## config.mk

```make
export PLATFORM = sky130hd
export DESIGN_NAME = expr_eval
export DESIGN_NICKNAME = d
export VERILOG_FILES = /design/src/rtl/expr_eval.sv
export SDC_FILE = /design/constraint.sdc
export NUM_CORES = 1
export LEC_CHECK = 0
export ABC_AREA = 0
export CAP_MARGIN = 25
export CORE_MARGIN = 5
export CORE_UTILIZATION = 40
export DETAILED_ROUTE_END_ITERATION = 8
export GPL_TIMING_DRIVEN = 0
export SKIP_CTS_REPAIR_TIMING = 1
export SLEW_MARGIN = 30
export SYNTH_ARGS = -nofsm -noshare
export SYNTH_HDL_FRONTEND = slang
export SYNTH_SLANG_ARGS = --single-unit
```

## constraint.sdc

```tcl
create_clock -name clk -period 7.9 [get_ports clk]
set_input_delay 1.975 -clock clk [delete_from_list [all_inputs] [get_ports clk]]
set_output_delay 1.975 -clock clk [all_outputs]
set_load 0.05 [all_outputs]
```

## src/rtl/expr_eval.sv

```systemverilog
// Evaluator for single-digit expressions d([+*]d)* closed by TERM; '*' binds tighter than '+'.
// Optional macro EXPR_EVAL_OVF_EN adds the ovf output (sticky per-expression overflow flag).
module expr_eval #(
    parameter int unsigned W    = 16,
    parameter logic [7:0]  TERM = 8'd61
) (
    input  logic         clk,
    input  logic         clr,
    input  logic         in_valid,
    input  logic [7:0]   in,
    output logic [W-1:0] res,
    output logic         res_valid,
`ifdef EXPR_EVAL_OVF_EN
    output logic         ovf,
`endif
    output logic         err
);

    localparam logic [7:0] CH_ADD = 8'd43;
    localparam logic [7:0] CH_MUL = 8'd42;
    localparam logic [7:0] CH_D0  = 8'd48;
    localparam logic [7:0] CH_D9  = 8'd57;
    localparam int unsigned DW = 4;
`ifdef EXPR_EVAL_OVF_EN
    localparam int unsigned PW = W + DW;
    localparam int unsigned SW = W + 1;
`else
    localparam int unsigned PW = W;
    localparam int unsigned SW = W;
`endif

    typedef enum logic [1:0] {
        EXP_DIG = 2'd0,
        EXP_OP  = 2'd1,
        ERR     = 2'd2
    } state_t;

    state_t        state, state_nxt;
    logic [W-1:0]  sum, sum_nxt;
    logic [W-1:0]  prod, prod_nxt;
    logic [W-1:0]  res_nxt;
    logic          err_nxt;
    logic          res_valid_nxt;
    logic          emit_ok;
    logic          emit_err;

    logic          is_dig, is_add, is_mul, is_term;
    logic [DW-1:0] dig_val;
    logic [PW-1:0] prod_full;
    logic [SW-1:0] sum_full;

`ifdef EXPR_EVAL_OVF_EN
    logic          flag, flag_nxt;
    logic          ovf_nxt;
`endif

    // Character classification and datapath; upper bits exist only to feed the overflow flag.
    always_comb begin
        is_dig    = (in >= CH_D0) && (in <= CH_D9);
        is_add    = (in == CH_ADD);
        is_mul    = (in == CH_MUL);
        is_term   = (in == TERM);
        dig_val   = DW'(in - CH_D0);
        prod_full = PW'(prod) * PW'(dig_val);
        sum_full  = SW'(sum) + SW'(prod);
    end

    // Next-state, accumulator and result logic.
    always_comb begin
        state_nxt     = state;
        sum_nxt       = sum;
        prod_nxt      = prod;
        res_nxt       = res;
        err_nxt       = err;
        res_valid_nxt = 1'b0;
        emit_ok       = 1'b0;
        emit_err      = 1'b0;
`ifdef EXPR_EVAL_OVF_EN
        flag_nxt      = flag;
        ovf_nxt       = ovf;
`endif
        if (in_valid) begin
            unique case (state)
                EXP_DIG: begin
                    if (is_term) begin
                        emit_err = 1'b1;
                    end else if (is_dig) begin
                        prod_nxt  = prod_full[W-1:0];
                        state_nxt = EXP_OP;
`ifdef EXPR_EVAL_OVF_EN
                        flag_nxt  = flag | (|prod_full[PW-1:W]);
`endif
                    end else begin
                        state_nxt = ERR;
                    end
                end
                EXP_OP: begin
                    if (is_term) begin
                        emit_ok = 1'b1;
                    end else if (is_add) begin
                        sum_nxt   = sum_full[W-1:0];
                        prod_nxt  = W'(1);
                        state_nxt = EXP_DIG;
`ifdef EXPR_EVAL_OVF_EN
                        flag_nxt  = flag | sum_full[W];
`endif
                    end else if (is_mul) begin
                        state_nxt = EXP_DIG;
                    end else begin
                        state_nxt = ERR;
                    end
                end
                default: begin
                    if (is_term) begin
                        emit_err = 1'b1;
                    end
                end
            endcase
        end

        // Any emit closes the expression and rearms for the next one.
        if (emit_ok || emit_err) begin
            res_valid_nxt = 1'b1;
            sum_nxt       = '0;
            prod_nxt      = W'(1);
            state_nxt     = EXP_DIG;
            res_nxt       = emit_ok ? sum_full[W-1:0] : '0;
            err_nxt       = emit_err;
`ifdef EXPR_EVAL_OVF_EN
            flag_nxt      = 1'b0;
            ovf_nxt       = emit_ok & (flag | sum_full[W]);
`endif
        end
    end

    // State register and registered outputs.
    always_ff @(posedge clk or negedge clr) begin
        if (!clr) begin
            state     <= EXP_DIG;
            sum       <= '0;
            prod      <= W'(1);
            res       <= '0;
            err       <= 1'b0;
            res_valid <= 1'b0;
`ifdef EXPR_EVAL_OVF_EN
            flag      <= 1'b0;
            ovf       <= 1'b0;
`endif
        end else begin
            state     <= state_nxt;
            sum       <= sum_nxt;
            prod      <= prod_nxt;
            res       <= res_nxt;
            err       <= err_nxt;
            res_valid <= res_valid_nxt;
`ifdef EXPR_EVAL_OVF_EN
            flag      <= flag_nxt;
            ovf       <= ovf_nxt;
`endif
        end
    end

endmodule
```

### Word level (Yosys, flattened, before mapping)

Cells that the tools add are included.

* bits of input ports: 11
* bits in registers: 52
* logic and storage cells: 57

* eq/ne operators: 9
* multipliers: 1
* magnitude comparators: 2
* add/subtract/negate cells: 2
* muxes and demuxes: 27
* reductions and logical operators: 10

Operators by type and width (count)
* 16-bit 2-to-1 mux: 12
* 16-bit case mux with 2 select lines: 1
* 8-bit by 6-bit equality test with 1-bit output (second input constant): 3
* 16-bit adder: 1
* 16-bit by 4-bit multiplier with 16-bit output: 1
* 2-bit 2-to-1 mux: 7
* 3-bit inequality test (second input constant): 4
* 8-bit by 6-bit greater-or-equal comparator with 1-bit output (second input constant): 1
* 8-bit by 6-bit less-or-equal comparator with 1-bit output (second input constant): 1
* 4-bit AND reduction: 2
* 1-bit 2-to-1 mux: 6
* 6-bit AND reduction: 1
* 2-bit nonzero test: 3
* 2-bit case mux with 2 select lines: 1
* 4-bit by 1-bit subtractor with 4-bit output (second input constant): 1
* 3-bit nonzero test: 1
* 2-bit by 1-bit equality test with 1-bit output (second input constant): 1
* 2-bit logical NOT: 1
* 2-bit by 1-bit inequality test with 1-bit output (second input constant): 1
* 1-bit logical AND: 1
* 1-bit logical OR: 1

### Logic depth before layout (Yosys ltp)

Gate-level depths: netlist of run 1.

* depth after elaboration: 7
* mapped depth: 14

### Worst setup path after synthesis of run 1

OpenSTA, ideal clock, no wires.

* path kind: input -> register
* from: input port in[3]
* to: register prod[14]
* buffers on the path: 1
* data arrival time: 5142 ps
* setup time: 121 ps
* stages on the path: 13
* slack: 2637 ps
* path through: clkbuf_1 -> nand2_1 -> fa_1 -> fa_1 -> inv_1 -> fa_1 -> a21oi_1 -> o21ai_1 -> a211oi_1 -> o311ai_1 -> a221oi_1 -> xnor2_1 -> a22o_1

* word-level cells in the longest chain between the ends: 7
* elaborated cells between the ends (all ways): 25
* classes of those cells: add/sub: 1; mul: 1; order compare: 2; eq/ne: 6; mux: 10; reduce/logical: 5

Ends and longest elaborated chain
* from (decl): RTL line 10 `input logic [7:0] in,`
* 4-bit by 1-bit subtractor with 4-bit output / 8-bit by 6-bit equality test with 1-bit output (equally long branches): RTL line 63, 62
* 16-bit by 4-bit multiplier with 16-bit output / 1-bit 2-to-1 mux (equally long branches)
* 16-bit 2-to-1 mux, or another cell as far along: RTL line 87 `end else if (is_dig) begin`
* 16-bit 2-to-1 mux / 1-bit 2-to-1 mux (equally long branches): RTL line 85, 82
* 16-bit case mux with 2 select lines / 1-bit logical OR (equally long branches): RTL line 83, 122
* 16-bit 2-to-1 mux, or another cell as far along: RTL line 82 `if (in_valid) begin`
* 16-bit 2-to-1 mux / 6-bit AND reduction (equally long branches)
* to (signal assigned): RTL line 152 `prod <= prod_nxt;`
* to (decl): RTL line 40 `logic [W-1:0] prod, prod_nxt;`

Parallel ways exist; a longest one is shown, timed or not. The select of a mux whose other input is x is not followed.
A chain may end at the register's enable or synchronous reset.

### Final worst setup path of run 1

Ends and elaborated chain as after synthesis.

==> results of run 1 <==
## per-layer routing
layer,up-vias,part of all wire,GRT usage
li1,1681,-,-
met1,1735,0.48,0.2518
met2,60,0.47,0.2913
met3,10,0.040,0.02228
met4,0,0.011,0.03205
met5,-,0,0
## where the power goes
group,switching [W],internal (W)
clock network,0.000110,0.0000671
logic,0.0000167,0.00000856
registers,0.00000102,0.000267
## area by class of cell
type | instances | area [um^2] | share of cell area
clock buffers | 5 | 68.82 | 0.01419
well taps | 136 | 170.2 | 0.03510
multi-input cells | 358 | 2745 | 0.5662
plain buffers | 14 | 56.30 | 0.01161
inverters | 49 | 183.9 | 0.03794
clock inverters | 3 | 33.78 | 0.006968
repair buffers | 28 | 287.8 | 0.05935
flip-flops and latches | 52 | 1303 | 0.2686
## Yosys cell counts, types with 2 or more instances
library cell  count
nor2b_1           2
nand2b_1          4
a211oi_1          6
a31oi_1           2
nor2_1           24
ha_1             31
a21o_1            4
and3_1            4
nor3_1            4
nand3_1          21
fa_1             26
a21oi_1          23
a22o_1           14
nand2_1          53
o31ai_1           3
buf_1             2
clkbuf_1         11
and2_1           37
inv_1            49
or2_2             3
o21ai_0          35
o21bai_1          3
mux2i_1           5
xor2_1            6
xnor2_1          22
o21ai_1           2
dfrtp_1          51
## registers in the layout, summed over array words and instances (netlist names)
signal and flops:
prod 16, res 16, sum 16, state 2, err 1, res_valid 1
## cells in the final DEF, fill, tap and decap left out, types with 5 or more instances in the layout
cell type / instances
a22o_1: 14
fa_1: 26
o21ai_0: 35
a211oi_1: 6
clkbuf_1: 11
clkdlybuf4s50_1: 26
inv_1: 49
mux2i_1: 5
dfrtp_1: 51
nand2_1: 53
xor2_1: 6
nand3_1: 21
clkbuf_8: 5
xnor2_1: 22
and2_1: 37
nor2_1: 24
a21oi_1: 23
ha_1: 31
## stage by stage
step	hold slack [ps]	utilization	cell area [um^2]	setup WS, ps	std cells
final	482.1	0.4675	4848	1662	645
after global routing	508.3	0.4675	4848	1458	645
after CTS	485.3	0.4671	4843	1728	645
after detailed placement	457.4	0.4572	4741	1414	637
after global placement	451.8	0.4555	4723	1440	636
after floorplan	475.6	-	4283	2637	473
## worst min path at each step
stage | slack (ps) | cells past startpoint | endpoint | start
after floorplan | 480 | 2 | sum[10] | sum[10]
after global placement | 450 | 2 | res[11] | res[11]
after detailed placement | 460 | 2 | res[1] | res[1]
after CTS | 490 | 2 | res[1] | res[1]
after global routing | 510 | 2 | res[1] | res[1]
final | 480 | 2 | res[1] | res[1]
## cell families (layout without fill, tap and decap cells)
kind of cell,after synthesis,in the layout
flip-flops,52,52
AND/OR/NAND/NOR,156,156
multiplexers,6,6
XOR/XNOR,28,28
buffers and inverters,63,99
adder cells (fa/ha/maj),57,57
AO/OA/AOI/OAI,111,111
## critical path, stage by stage
cell,delay (ps)
clkdlybuf4s50_1,650
clkbuf_1,380
nand2_1,150
fa_1,520
fa_1,550
inv_1,70
fa_1,470
a21oi_1,150
o21ai_1,140
a211oi_1,370
o311ai_1,260
a221oi_1,420
xnor2_1,120
a22o_1,210
==> results.ini, run 1 <==
[cells_and_area]
num_antenna_cells = 0
drive_gt1_frac = 0.04912
finish.net_count = 576
syn_to_final_growth_pct = 13.20
fillCellCount = 1024

[timing]
fin_crit_sh = 0.7897
post-route-min-period_ps = 6238
fin_tns_setup_ps = 0
relSlewSlack = 0.5416
rsz0062_at_grt = no
slew_violations = 0
fmax_mhz = 160.3
setup_viol = 0
report.final.hold_viol_count = 0
fin_skew_ps = 18.64
tightest_slew_ps = 685.1

[power]
power_density_nw_per_um2 = 97.13
power_w = 0.0004709
max-vdd-ir-drop_mv = 0.06859
total_leakage_power_nw = 2.311

[synthesis]
ys_ff_latch = 52
yosys_warnings = 0
syn_area_um2 = 4283
synthTopCellsByArea = dfrtp_1, fa_1, ha_1
yosys_most_used_dff = dfrtp_1
synth-edff-count = 0
yosysTopAreaCellShare = 0.2980
avgSynthCellArea_um2 = 9.055
synthCells = 473
syn_nets = 541
synth-xor-area-share = 0.05726
synth_cell_type_count = 53
synth_top_family_by_area = adder cells
yosys.area.top_type = dfrtp_1
synth_seq_area_share = 0.3041
synth_fa_ha_area_frac = 0.2121
synth_compound_area_frac = 0.1782
synthArstFlopShare = 1.000
muxShareOfSynthArea = 0.01431
synthSimpleGateAreaFrac = 0.1779

[drt]
avgRoutedWirePerCell_um = 16.34
route.detailed.drc = 0
vias_per_cell = 5.405
drt_wl_total_mm = 10.54
drtIter0Drc = 189
dr.pass1.iters = 4
ant_nets = 0
via_count = 3486

[global_routing]
grt_max_degree = 29
grt_pass1_wl_mm = 18.40
grt_pass1_vias = 3598
grtUsageTotal = 0.1766
grt_antenna_before_repair = 0
grt-ovfl-total = 0

[worst_setup_path]
arrival_ps = 6450
cp_max_fo = 10
r2r.worst_path.cells = 12
startpoint_type = primary input
crit_start = in[3]
worstPathRequired_ps = 8110
end_kind = flop
r2r_setup_slack_ps = 3800
timing.rr.start = prod[0]
rr_endpoint = prod[14]
cp-endpoint = prod[14]
path_class = primary input to flop

[status]
status = completed

[min_path]
hold_class = flop to flop

[clock_network]
cts_buffer_depth = 2
h-tree-depth = 2
cts.clk_slew.worst_paths_ps = 120
cts_buffers = 5
root_buffer = clkbuf_8
cts_tree = done
cts_sinks = 52
clock_latency_ps = 330

[floorplanning]
core_um2 = 10370
die_w_um = 113.5
start_util = 0.4130
die_h_um = 113.5
num_rows = 37
die_area_um2 = 12880
ios = 29

[placed_design]
post-dp-hpwl_mm = 8.167
gp_congestion = 0.8699
io_buffers = 27

[flow_run]
max_cap_violations = 0

Note: power is estimated with default switching activity, not from simulation.
==> run 2: changes to the inputs <==
==> constraint.sdc (replaced) <==
create_clock -name clk -period 6.3 [get_ports clk]
set_input_delay 1.575 -clock clk [delete_from_list [all_inputs] [get_ports clk]]
set_output_delay 1.575 -clock clk [all_outputs]
set_load 0.05 [all_outputs]
==> results of run 2 <==
Same layout as run 1 (identical final DEF). Status: completed.
Main changes from that run: setup slack after placement 1414 ps -> 213.7 ps; setup slack after layout 1662 ps -> 461.5 ps; register-to-register setup slack 3800 ps -> 2200 ps; total power 0.0004709 W -> 0.0005905 W; worst IR drop on VDD 0.06859 mV -> 0.08601 mV
==> run 3: changes to the inputs <==
--- a/config.mk
+++ b/config.mk
@@ -8,9 +8,10 @@
 export ABC_AREA = 0
 export CAP_MARGIN = 25
 export CORE_MARGIN = 5
-export CORE_UTILIZATION = 40
+export CORE_UTILIZATION = 51
 export DETAILED_ROUTE_END_ITERATION = 8
 export GPL_TIMING_DRIVEN = 0
+export PLACE_DENSITY = 0.71
 export SKIP_CTS_REPAIR_TIMING = 1
 export SLEW_MARGIN = 30
 export SYNTH_ARGS = -nofsm -noshare
==> run 3 against run 2 <==
Effect of this change:
- clock power is 7% lower
- via count is 0.49% higher
- critical endpoint unchanged
- power is 2.9% lower
- highest routed layer unchanged
- register-to-register slack better by 80 ps
- flip-flop and latch count stayed put
- die area is 20% lower
==> results.ini, run 3 (synthesis results as in run 1) <==
[worst_setup_path]
r2r.worst_path.cells = 12  ; unchanged
cp_max_fo = 10  ; unchanged
end_kind = flop
path_class = primary input to flop
r2r_setup_slack_ps = 2280
startpoint_type = primary input
worstPathRequired_ps = 6510
arrival_ps = 5950

[power]
total_leakage_power_nw = 2.308  ; -0.13%
swShare = 0.2565
power_frac_comb = 0.054  ; about the same
p_sw_w = 0.0001470
internal-power_w = 0.0004262
max-vdd-ir-drop_mv = 0.08550
seqPwrFrac = 0.587  ; +0.017
clock_power_share = 0.359  ; -0.017
power_density_nw_per_um2 = 119.5

[global_routing]
grt_antenna_before_repair = 0  ; unchanged
grtUsageTotal = 0.2138  ; +0.03714
met1_usage = 0.2917  ; +0.03996
grt_pass1_vias = 3605  ; +0.19%
met3_usage = 0.03719  ; +0.01491
grt-busiest-layer = met2
grt_max_degree = 42  ; +45%
grtUsageMet2 = 0.3566  ; +0.06532
grt-ovfl-total = 0  ; unchanged
grt_pass1_wl_mm = 17.52  ; -4.8%

[clock_network]
h-tree-depth = 2  ; unchanged
cts_buffer_depth = 2  ; unchanged
cts_buffers = 5  ; unchanged
cts_sinks = 52  ; unchanged
cts_tree = done
cts.clk_slew.worst_paths_ps = 110  ; about the same
clock_latency_ps = 310  ; -20 ps
root_buffer = clkbuf_8

[status]
status = completed

[cells_and_area]
mostFrequentLayoutCells = nand2_1, dfrtp_1, inv_1
final_common_cell = nand2_1
drive_gt1_frac = 0.04912  ; unchanged
seq_area_um2 = 1303  ; unchanged
finish.net_count = 576  ; unchanged
fillCellCount = 706  ; -31%
syn_to_final_growth_pct = 12.04
num_antenna_cells = 0  ; unchanged
final_cell_count_no_fill = 614  ; -4.8%
top_regs = prod x16, res x16, sum x16
multi_input_area_um2 = 2745  ; unchanged

[timing]
layout_setup_ws_ps = 563.7
setup_viol = 0  ; unchanged
relSlewSlack = 0.5368  ; -0.004763
fin_skew_ps = 12.42  ; -6.224 ps
report.final.hold_viol_count = 0  ; unchanged
slew_violations = 0  ; unchanged
fin_crit_sh = 0.9105
rsz0062_at_grt = no
fin_tns_setup_ps = 0  ; unchanged
fmax_mhz = 174.3
tightest_slew_ps = 692.2  ; +7.118 ps
post-route-min-period_ps = 5736
whs_ps = 477.7  ; -4.444 ps

[floorplanning]
start_util = 0.5212  ; +0.1082
die_area_um2 = 10330  ; -20%
core_um2 = 8217  ; -21%
ios = 29  ; unchanged
die_w_um = 101.6  ; -10%
die_h_um = 101.6  ; -10%
num_rows = 33  ; -11%

[placed_design]
dp.cells = 606  ; -4.9%
gp_congestion = 0.8873  ; +2.0%
preCtsSetupSlack_ps = 300.6
post-dp-hpwl_mm = 7.515  ; -8.0%
io_buffers = 27  ; unchanged

[drt]
drt_wl_total_mm = 9.780  ; -7.2%
via_count = 3503  ; +0.49%
route.detailed.drc = 0  ; unchanged
ant_nets = 0  ; unchanged
drtIter0Drc = 166  ; -12%
avgRoutedWirePerCell_um = 15.93  ; -2.5%
dr.pass1.iters = 5  ; +1
vias_per_cell = 5.705  ; +5.6%

[flow_run]
max_cap_violations = 0  ; unchanged

[min_path]
hold_class = flop to flop
whs_path_depth = 2  ; unchanged

-- run 3: cell type report --
cell class / count / area share
Multi-Input combinational cell: 358 / 0.5721
Sequential cell: 52 / 0.2714
Timing Repair Buffer: 28 / 0.05997
Inverter: 49 / 0.03833
Tap cell: 105 / 0.02738
Clock buffer: 5 / 0.01434
Buffer: 14 / 0.01173
Clock inverter: 3 / 0.004694
-- run 3: critical path, stage by stage --
cell             delay, ps
clkdlybuf4s50_1        620
clkbuf_1               360
nand2_1                140
fa_1                   520
fa_1                   540
inv_1                   70
fa_1                   460
a21oi_1                150
o21ai_1                130
a211oi_1               410
o311ai_1               250
a221oi_1               420
xnor2_1                110
a22o_1                 200
-- run 3: metrics by stage --
step           area [um^2]  utilization  power (W)
3_3_place_gp          4684       0.5701  0.0003727
6_report              4798       0.5840  0.0005732
5_1_grt               4798       0.5840  0.0005969
2_1_floorplan         4283            -  0.0003532
3_5_place_dp          4702       0.5723  0.0003746
4_1_cts               4793       0.5834  0.0005816
-- run 3: routing by layer --
metal,vias to the layer above,wire length (um)
met5,-,0
met4,0,97
met3,8,418
met2,74,4674
met1,1744,4590
li1,1677,-
-- run 3: path summary, 6_finish.rpt --
path,from,to
worst max register to register,prod[0],prod[14]
worst min register to register,res[0],res[0]
worst min-delay path,res[0],res[0]
max in group asynchronous,clr,prod[0]
min in group asynchronous,clr,prod[5]
worst max-delay path,in[3],prod[14]
-- run 3: power groups by stage --
stage	Clock [W]	Sequential (W)	Combinational, W
2_1_floorplan	0	0.000345	0.00000848
3_3_place_gp	0	0.000343	0.0000297
3_5_place_dp	0	0.000343	0.0000317
4_1_cts	0.000213	0.000336	0.0000317
5_1_grt	0.000225	0.000337	0.0000351
6_report	0.000206	0.000336	0.0000312
